File: src/rtl/spi_pkg.sv
// Shared SPI link definitions: frame width, SCLK idle level and the serf state type.
package spi_pkg;

  localparam int   SPI_WIDTH = 16;
  localparam logic SCLK_IDLE = 1'b1;

  typedef enum logic [1:0] {
    IDLE  = 2'd0,
    ARMED = 2'd1,
    SHIFT = 2'd2
  } serf_state_t;

endpackage

File: src/rtl/spi_sync_edge.sv
// Multi-stage synchroniser with an edge-history flop; emits the synced level
// plus one-clk rise/fall pulses.
module spi_sync_edge #(
  parameter int   DEPTH   = 2,
  parameter logic RST_VAL = 1'b0
) (
  input  logic clk,
  input  logic rst_n,
  input  logic i_async,
  output logic o_level,
  output logic o_rise,
  output logic o_fall
);

  logic [DEPTH-1:0] r_sync;
  logic             r_hist;

  // NOTE: sequential state uses non-blocking assignments so every stage samples
  // the previous stage's value from before this edge.
  always_ff @(posedge clk or negedge rst_n) begin
    if (!rst_n) begin
      r_sync <= {DEPTH{RST_VAL}};
      r_hist <= RST_VAL;
    end else begin
      r_sync <= {r_sync[DEPTH-2:0], i_async};
      r_hist <= r_sync[DEPTH-1];
    end
  end

  assign o_level = r_sync[DEPTH-1];
  assign o_rise  = o_level & ~r_hist;
  assign o_fall  = ~o_level & r_hist;

endmodule

File: src/rtl/spi_serf.sv
// SPI serf (responder) for the 16-bit link: samples MOSI on SCLK rise, advances MISO on fall.
// Optional early-command support is enabled with `define SPI_SERF_CMD_EARLY_EN.
module spi_serf
  import spi_pkg::*;
#(
  parameter int WIDTH    = SPI_WIDTH,
  parameter int SYNC_STG = 2
) (
  input  logic               clk,
  input  logic               rst_n,
  input  logic               SS_n,
  input  logic               SCLK,
  input  logic               MOSI,
  output logic               MISO,
  input  logic [WIDTH-1:0]   tx_data,
  output logic [WIDTH-1:0]   rx_data,
  output logic               rx_rdy,
  output logic               frm_err,
  output logic               busy,
  output logic               cmd_vld,
  output logic [WIDTH/2-1:0] cmd,
  input  logic [WIDTH/2-1:0] resp_byte
);

  localparam int HALF = WIDTH / 2;
  localparam int CW   = $clog2(2 * WIDTH);
  localparam logic [CW-1:0] CNT_MAX  = CW'(2 * WIDTH - 1);
  localparam logic [CW-1:0] CNT_FULL = CW'(WIDTH);
  localparam logic [CW-1:0] CNT_HALF = CW'(HALF);

  serf_state_t      r_state;
  logic [WIDTH-1:0] r_tx_sr;
  logic [WIDTH-1:0] r_rx_sr;
  logic [CW-1:0]    r_rise_cnt;
  logic [WIDTH-1:0] r_rx_data;
  logic             r_rx_rdy;
  logic             r_frm_err;

  logic w_ss_fall, w_ss_rise, w_sclk_rise, w_sclk_fall, w_mosi;
  logic w_ss_lvl, w_sclk_lvl;
  logic [1:0] w_unused_mosi_edges;
  logic [CW-1:0]    w_cnt_nxt;
  logic [WIDTH-1:0] w_rx_nxt;
  logic [WIDTH-1:0] w_tx_fall;
  logic             w_load_resp;

  spi_sync_edge #(.DEPTH(SYNC_STG), .RST_VAL(1'b1)) u_sync_ss (
    .clk(clk), .rst_n(rst_n), .i_async(SS_n),
    .o_level(w_ss_lvl), .o_rise(w_ss_rise), .o_fall(w_ss_fall)
  );

  spi_sync_edge #(.DEPTH(SYNC_STG), .RST_VAL(SCLK_IDLE)) u_sync_sclk (
    .clk(clk), .rst_n(rst_n), .i_async(SCLK),
    .o_level(w_sclk_lvl), .o_rise(w_sclk_rise), .o_fall(w_sclk_fall)
  );

  // Same depth as SCLK so a detected rise sees MOSI from the same sample instant.
  spi_sync_edge #(.DEPTH(SYNC_STG), .RST_VAL(1'b0)) u_sync_mosi (
    .clk(clk), .rst_n(rst_n), .i_async(MOSI),
    .o_level(w_mosi), .o_rise(w_unused_mosi_edges[0]), .o_fall(w_unused_mosi_edges[1])
  );

  assign w_cnt_nxt = (w_sclk_rise && (r_rise_cnt != CNT_MAX)) ? r_rise_cnt + CW'(1) : r_rise_cnt;
  assign w_rx_nxt  = w_sclk_rise ? {r_rx_sr[WIDTH-2:0], w_mosi} : r_rx_sr;
  assign w_tx_fall = w_load_resp ? {resp_byte, {HALF{1'b0}}} : {r_tx_sr[WIDTH-2:0], 1'b0};

  always_ff @(posedge clk or negedge rst_n) begin
    if (!rst_n) begin
      r_state    <= IDLE;
      r_tx_sr    <= '0;
      r_rx_sr    <= '0;
      r_rise_cnt <= '0;
      r_rx_data  <= '0;
      r_rx_rdy   <= 1'b0;
      r_frm_err  <= 1'b0;
    end else begin
      r_rx_rdy  <= 1'b0;
      r_frm_err <= 1'b0;
      case (r_state)
        IDLE: begin
          if (w_ss_fall) begin
            r_tx_sr    <= tx_data;
            r_rise_cnt <= '0;
            r_state    <= ARMED;
          end
        end
        ARMED, SHIFT: begin
          if (w_ss_rise) begin
            // A rise in the closing clk is already folded into w_cnt_nxt/w_rx_nxt.
            r_state <= IDLE;
            if (w_cnt_nxt == CNT_FULL) begin
              r_rx_data <= w_rx_nxt;
              r_rx_rdy  <= 1'b1;
            end else begin
              r_frm_err <= 1'b1;
            end
          end else begin
            r_rx_sr    <= w_rx_nxt;
            r_rise_cnt <= w_cnt_nxt;
            if (w_sclk_rise) r_state <= SHIFT;
            // The leading fall arrives while ARMED and must not shift.
            if (w_sclk_fall && (r_state == SHIFT)) r_tx_sr <= w_tx_fall;
          end
        end
        default: r_state <= IDLE;
      endcase
    end
  end

`ifdef SPI_SERF_CMD_EARLY_EN
  logic            r_cmd_vld;
  logic [HALF-1:0] r_cmd;
  logic            r_resp_pend;

  always_ff @(posedge clk or negedge rst_n) begin
    if (!rst_n) begin
      r_cmd_vld   <= 1'b0;
      r_cmd       <= '0;
      r_resp_pend <= 1'b0;
    end else begin
      r_cmd_vld <= 1'b0;
      if (r_state == IDLE) begin
        r_resp_pend <= 1'b0;
      end else if (!w_ss_rise && w_sclk_rise && (w_cnt_nxt == CNT_HALF)) begin
        r_cmd       <= w_rx_nxt[HALF-1:0];
        r_cmd_vld   <= 1'b1;
        r_resp_pend <= 1'b1;
      end else if (w_sclk_fall && (r_state == SHIFT)) begin
        r_resp_pend <= 1'b0;
      end
    end
  end

  assign cmd_vld     = r_cmd_vld;
  assign cmd         = r_cmd;
  assign w_load_resp = r_resp_pend;
`else
  assign cmd_vld     = 1'b0;
  assign cmd         = '0;
  assign w_load_resp = 1'b0;
`endif

  assign MISO    = (r_state != IDLE) & r_tx_sr[WIDTH-1];
  assign busy    = (r_state != IDLE);
  assign rx_data = r_rx_data;
  assign rx_rdy  = r_rx_rdy;
  assign frm_err = r_frm_err;

endmodule
File: config.mk
export PLATFORM = sky130hd
export DESIGN_NAME = spi_serf
export DESIGN_NICKNAME = d
export VERILOG_FILES = /design/src/rtl/spi_pkg.sv /design/src/rtl/spi_sync_edge.sv /design/src/rtl/spi_serf.sv
export SDC_FILE = /design/constraint.sdc
export NUM_CORES = 1
export LEC_CHECK = 0
export CORE_MARGIN = 2
export CORE_UTILIZATION = 30
export DETAILED_ROUTE_END_ITERATION = 6
export DONT_BUFFER_PORTS = 1
export PLACE_DENSITY_LB_ADDON = 0.15
export SYNTH_ARGS = -nofsm -noshare
export SYNTH_HDL_FRONTEND = slang
export SYNTH_SLANG_ARGS = --single-unit
File: constraint.sdc
create_clock -name clk -period 8.07 [get_ports clk]
set_input_delay 0.807 -clock clk [delete_from_list [all_inputs] [get_ports clk]]
set_output_delay 0.807 -clock clk [all_outputs]
set_load 0.01 [all_outputs]
==> qor.csv, run 1 <==
metric,value,unit
LEAKAGE,1.54,nW
relative slew slack,23.0,%
Post-synth EDFFs,0,
synth warn,0,
Synth cell types,44,
I/O pin total,58,
Power per Cell Area,310,nW/um^2
TNS Setup,0,ns
CP endpoint kind,register,
GPL Wtd Cong,0.699,
Die X,106,um
max-cap violations,0,
die area,11200,um^2
run status,finished clean,
grt ovf,0,
Synth Register Bits,65,
Final setup viols,0,
CP dominant cell by count,ha_1,
first-pass GRT wire length,9850,um
CP max stage cell,nor2_4,
area delta synth->final,8.64,%
Vias/cell,4.68,
Final Util,33.0,%
DRT Pass-1 Iters,4,
Worst Path Max Fanout,17,
nets@finish,302,
RSZ-0062 raised after global routing,false,
Crit path largest cell delay,0.53,ns
sequential area share after synthesis,52.7,%
antenna cell count,0,
Post-Syn Area,3100,um^2
antenna violations before repair,0,
"CTS clk-pin slew, worst paths",0.07,ns
"Req. time, crit path",8.29,ns
capturing point of the worst reg2reg path,rx_data[7]$_DFFE_PN0P_,
Fin. Hold Viols,0,
cts bufs inserted,9,
die height,106,um
Max IR drop VDD,132,uV
"Async S/R FF share, synth",100,%
critical path class,register to register,
worst r2r src,r_rise_cnt[0]$_DFFE_PN0P_,
clk_lat worst skew,0.34,ns
R2R Setup Slk,5.13,ns
Post-CTS Hold Fix Bufs,0,
DRT Wirelength,5740,um
DRC Markers,0,
Starting Density,30.4,%
synthesized area per cell,11.4,um^2
num rows,37,
CTS tree,done,
crit path cell chain,ha_1 > and3_1 > ha_1 > nor3b_1 > mux2i_1 > nand4_2 > nor2_4 > mux2_2,
worst setup path start,r_rise_cnt[0]$_DFFE_PN0P_,
core area,10200,um^2
arrival time worst endpoint,3.16,ns
H-tree depth,3,
CTS resizes,0,
R2R cell count,8,
total track usage,11.3,%
final worst path period share,36.4,%
Port Buffers,0,
vias in the first global route,1900,
Final Skew,0.0110,ns
DR vias,1911,
Worst Setup Start Kind,register,
Tmin final,2.94,ns
DR WL/cell,14.1,um
Detailed Route Iter0 Violations,111,
layout cell share with drive strength beyond 1,22.8,%
clock buffer depth,2,
Max Fclk,0.340,GHz
Final ANT Viol Nets,0,
"Setup Fix Bufs, Post-CTS",0,
main flop type after synthesis,dfrtp_1,
clk sinks,65,
Hold Crit Class,input pin to async pin,
largest net degree at the start of global routing,66,
fin. max-slew vios,0,
HPWL after DPL,3560,um
root buffer cell,clkbuf_8,
Least-Margin Pin Slew,1.15,ns
Synth Instances,271,
report_power, final:
group	switching (mW)	total [mW]	internal (mW)
Sequential	0.0441	0.434	0.390
Clock	0.125	0.275	0.150
Combinational	0.199	0.335	0.137
Total	0.368	1.04	0.677
through the flow:
stage          hold slack, ns  power (mW)  cells  worst slack [ns]  area [um^2]
2_1_floorplan           0.331       0.714    279              5.54         3130
3_3_place_gp            0.340       0.777    392              5.05         3170
3_5_place_dp            0.336       0.780    392              5.09         3170
4_1_cts                 0.129        1.07    408              5.06         3370
5_1_grt                 0.128        1.13    408              4.85         3370
6_report                0.160        1.04    408              5.13         3370
cell type report:
type / instances / area (um^2)
repair buffers: 1 / 7.51
clock buffers: 11 / 141
well taps: 136 / 170
fillers: 1055 / 6820
multi-input cells: 187 / 1350
inverters: 3 / 11.3
clock inverters: 5 / 55.1
flip-flops and latches: 65 / 1630
worst max path at each step:
stage	end	slack [ns]	cells after the start
6_report	rx_data[7]$_DFFE_PN0P_	5.13	8
5_1_grt	rx_data[12]$_DFFE_PN0P_	4.85	8
4_1_cts	r_rx_sr[9]$_DFFE_PN0P_	5.06	4
3_5_place_dp	r_rx_sr[9]$_DFFE_PN0P_	5.09	4
3_3_place_gp	rx_data[9]$_DFFE_PN0P_	5.05	8
2_1_floorplan	rx_data[0]$_DFFE_PN0P_	5.54	9
cell usage in the layout, fill, tap and decap left out, drive strengths merged, types with 2 or more instances in the layout:
cell type  instances
mux2i             16
dfstp              6
o21ai              7
clkbuf            11
nand2             50
a31oi             15
clkinv             2
inv                3
dfrtp             59
ha                 6
clkinvlp           2
mux2              34
nand3b             3
a21oi             17
conb               9
a22o               2
nand2b             3
nor2               2
nor2b              3
nand3              2
critical path, delay by kind of cell, from the launching register on:
kind | cells | cell delay, ns
and+or+nand+nor | 4 | 1.23
muxes | 2 | 0.68
adders and majority gates | 2 | 0.46
DFF | 1 | 0.43
sequential cells by signal, indices dropped and copies added (netlist names):
register and cells:
frm_err 1, r_rise_cnt 5, r_rx_sr 16, r_state 2, r_tx_sr 16, rx_data 16
rx_rdy 1, u_sync_mosi.r_sync 2, u_sync_sclk.r_hist 1, u_sync_sclk.r_sync 2, u_sync_ss.r_hist 1, u_sync_ss.r_sync 2
cells by family (layout without fill, tap and decap cells):
| kind of cell | count (synthesis) | in the layout | share of synthesized area (%) |
|---|---|---|---|
| adder cells (fa/ha/maj) | 6 | 6 | 2.42 |
| AND/OR/NAND/NOR | 73 | 73 | 11.6 |
| buffers and inverters | 27 | 20 | 5.01 |
| XOR/XNOR | 1 | 1 | 0.283 |
| flip-flops | 65 | 65 | 52.7 |
| multiplexers | 50 | 50 | 18.6 |
| AO/OA/AOI/OAI | 48 | 48 | 9.25 |
| other | 1 | 9 | 0.121 |
layer usage:
metal	wire, um	up-vias	global-route usage (%)
met4	76	0	4.79
met1	2740	927	14.5
met2	2480	51	16.5
met3	434	6	5.13
met5	0	-	0
li1	-	927	-
cell usage after synthesis (2+ instances only):
master / instances / area, um^2
buf_2: 7 / 35.0
inv_1: 3 / 11.3
clkbuf_1: 5 / 18.8
a21oi_1: 17 / 85.1
nand2_1: 50 / 188
nand2b_1: 2 / 12.5
buf_1: 2 / 7.51
mux2_4: 9 / 135
buf_4: 9 / 67.6
mux2_2: 25 / 282
nor2b_1: 3 / 18.8
dfrtp_1: 59 / 1480
dfstp_2: 6 / 158
ha_1: 6 / 75.1
a31oi_1: 15 / 93.8
nand3_1: 2 / 10.0
o21ai_0: 6 / 30.0
mux2i_1: 16 / 160
a22o_1: 2 / 17.5
nand3b_1: 3 / 22.5
Note: power is estimated with default switching activity, not from simulation.
==> inputs of run 2 (changes only) <==
--- a/config.mk
+++ b/config.mk
@@ -5,6 +5,7 @@
 export SDC_FILE = /design/constraint.sdc
 export NUM_CORES = 1
 export LEC_CHECK = 0
+export ABC_AREA = 1
 export CORE_MARGIN = 2
 export CORE_UTILIZATION = 30
 export DETAILED_ROUTE_END_ITERATION = 6
==> constraint.sdc (replaced) <==
create_clock -name clk -period 2.8 [get_ports clk]
set_input_delay 0.28 -clock clk [delete_from_list [all_inputs] [get_ports clk]]
set_output_delay 0.28 -clock clk [all_outputs]
set_load 0.01 [all_outputs]
==> run 2 against run 1 <==
Compared with the run above:
- critical path depth grew 5
- sequential share of layout area fell by 0.50 points
- die area shrank 1.9%
- register-to-register slack got worse by 4.7 ns
- cell area increased by 1.0%
- utilization is 1.6 points higher
- worst hold slack worse by 0.068 ns
- total power grew to 3.1 times the previous value
- largest cell class unchanged
- sequential power increased to 2.9 times the previous value
- count of clock-buffer cells in the layout up 1
- cell count rose by 24%
- synthesized cell count rose by 34%
==> qor.csv, run 2 <==
metric,value,unit,change
run status,finished clean,,
Final ANT Viol Nets,0,,unchanged
nets@finish,405,,+34%
DRC Markers,0,,unchanged
Final Util,34.6,%,+1.6 points
multi-input logic area,1140,um^2,-15%
Worst Setup Start Kind,register,,
"Setup Fix Bufs, Post-CTS",0,,unchanged
core area,9820,um^2,-3.6%
Worst Path Max Fanout,17,,unchanged
final worst path period share,83.3,%,+47 points
RSZ-0062 raised after global routing,false,,
max-cap violations,0,,unchanged
Buf/Inv on CP,2,,+2
critical path class,register to register,,
top cell family by delay on the critical path,simple AND/OR/NAND/NOR gates,,
Yosys top cell by area,dfrtp_1,,
Port Buffers,0,,unchanged
DP Worst Slack,0.477,ns,-4.61 ns
Hold Crit Class,input pin to register,,
Synth cell types,24,,-45%
Die X,105,um,-0.94%
total track usage,12.7,%,+1.4 points
Crit path largest cell delay,0.38,ns,-0.15 ns
crit path cell chain,ha_1 > inv_1 > nor3_1 > ha_1 > inv_2 > nand3_1 > nand2_1 > nand2_1 > nand2_1 > nor2_2 > nand3_2 > nand2_1 > nand2_1,,
cts bufs inserted,9,,unchanged
fin. max-slew vios,0,,unchanged
CTS tree,done,,
Synth area leaders,"dfrtp_1, nand2_1, o21ai_0",,
die height,105,um,-0.94%
Synth Register Bits,65,,unchanged
Vias/cell,4.44,,-5.3%
largest net degree at the start of global routing,66,,unchanged
grt ovf,0,,unchanged
register area,1630,um^2,unchanged
Yosys top cell area share,48.6,%,+0.94 points
synth cell count leaders,"nand2_1, dfrtp_1, o21ai_0",,
LEAKAGE,1.61,nW,+4.7%
antenna violations before repair,0,,unchanged
sequential area share after synthesis,53.8,%,+1.0 points
placed instance area,3140,um^2,-0.99%
Tmin final,2.33,ns,-0.608 ns
vias in the first global route,2274,,+20%
arrival time worst endpoint,2.55,ns,-0.61 ns
clk sinks,65,,unchanged
WP depth,13,,+5
Max IR drop VDD,431,uV,+230%
I/O pin total,58,,unchanged
Synth Instances,364,,+34%
Filler Cell Count,1065,,+0.95%
CP endpoint kind,register,,
overall power,3.24,mW,+210%
Post-Syn Area,3040,um^2,-1.9%
main flop type after synthesis,dfrtp_1,,
most frequent cells in the layout,"nand2_1, dfrtp_1, o21ai_0, inv_1, nand3_1",,
CP max stage cell,dfrtp_1,,
die area,10900,um^2,-1.9%
R2R cell count,13,,+5
CP dominant cell by count,nand2_1,,
clock buffer depth,2,,unchanged
"most common cell after layout, fill and taps aside",nand2_1,,
synthesized area per cell,8.35,um^2,-27%
H-tree depth,3,,unchanged
clk_lat worst skew,0.34,ns,about the same
GPL Wtd Cong,0.820,,+17%
Power per Cell Area,953,nW/um^2,+210%
DRT Wirelength,6300,um,+9.9%
TNS Setup,0,ns,unchanged
Max Fclk,0.429,GHz,+26%
hold depth,2,,
Post-synth EDFFs,0,,unchanged
fin area,3400,um^2,+1.0%
area delta synth->final,11.9,%,
Final setup viols,0,,unchanged
layout cell share with drive strength beyond 1,9.63,%,-13 points
"Req. time, crit path",3.02,ns,-5.27 ns
"Async S/R FF share, synth",100,%,unchanged
"CTS clk-pin slew, worst paths",0.07,ns,about the same
DR WL/cell,12.4,um,-12%
root buffer cell,clkbuf_8,,
Detailed Route Iter0 Violations,122,,+9.9%
first-pass GRT wire length,11200,um,+13%
DR vias,2249,,+18%
Final Skew,0.00539,ns,-0.00565 ns
dominant cell by count in the synthesized netlist,nand2_1,,
Fin. Hold Viols,0,,unchanged
DRT Pass-1 Iters,4,,unchanged
synth warn,0,,unchanged
num rows,36,,-2.7%
Starting Density,30.9,%,+0.52 points
HPWL after DPL,4120,um,+16%
setup ws final,0.467,ns,-4.66 ns
antenna cell count,0,,unchanged
==> run 2: cell count changes in the layout (fill, tap and decap cells not counted), sizes merged, moves of 4 or more <==
cell / delta
mux2: -34
nand2: +70
o211ai: +4
dlygate4sd3: +4
buf: +6
a21oi: -16
nor2: +17
inv: +37
o21ai: +36
a31oi: -4
mux2i: -16
nand3: +21
==> run 2: kinds of logic after synthesis <==
logic type / after synthesis / synth area share [%]
buffers and inverters: 64 / 9.68
DFF: 65 / 53.8
adders and majority gates: 6 / 2.47
other: 1 / 0.123
and+or+nand+nor: 164 / 22.4
AOI/OAI and AO/OA: 64 / 11.6
==> run 2: what timing repair did <==
item / in CTS / in global routing
gates resized for setup: 0 / 0
hold buffers: 5 / 0
endpoints found under the setup margin: 0 / 0
hold endpoints to repair: 68 / 0
==> run 2: cell type report <==
cell class | instances | area share, %
inverters | 40 | 4.42
multi-input cells | 243 | 33.6
well taps | 133 | 4.89
clock buffers | 12 | 4.56
repair buffers | 11 | 3.31
flip-flops and latches | 65 | 48.1
clock inverters | 3 | 1.18
==> run 2: routing by layer <==
metal	vias to the layer above	global-route usage (%)	wire, um
li1	1156	-	-
met1	1039	16.5	3010
met2	50	19.5	2790
met3	4	5.61	454
met4	0	3.14	41
met5	-	0	0
==> run 2: stage by stage <==
stage / cells / hold slack, ns
2_1_floorplan: 372 / -0.0156
5_1_grt: 507 / 0.0760
3_3_place_gp: 487 / -0.0141
6_report: 507 / 0.0922
3_5_place_dp: 487 / -0.0142
4_1_cts: 507 / 0.0763
==> run 2: worst paths after layout <==
| path | startpoint | end | slack, ns |
|---|---|---|---|
| worst min register to register | u_sync_mosi.r_sync[0]$_DFF_PN0_ | u_sync_mosi.r_sync[1]$_DFF_PN0_ | 0.35 |
| worst max register to register | r_rise_cnt[0]$_DFFE_PN0P_ | rx_data[7]$_DFFE_PN0P_ | 0.47 |
| min in group asynchronous | rst_n | r_tx_sr[12]$_DFFE_PN0P_ | 0.47 |
| worst max-delay path | r_rise_cnt[0]$_DFFE_PN0P_ | rx_data[7]$_DFFE_PN0P_ | 0.47 |
| worst min-delay path | tx_data[0] | r_tx_sr[0]$_DFFE_PN0P_ | 0.09 |
| max in group asynchronous | rst_n | u_sync_sclk.r_sync[0]$_DFF_PN1_ | 1.99 |
==> run 2: where the power goes <==
part / total (mW) / switching (mW) / internal [mW]
Clock: 0.802 / 0.349 / 0.452
Combinational: 1.19 / 0.816 / 0.378
Sequential: 1.24 / 0.0994 / 1.15
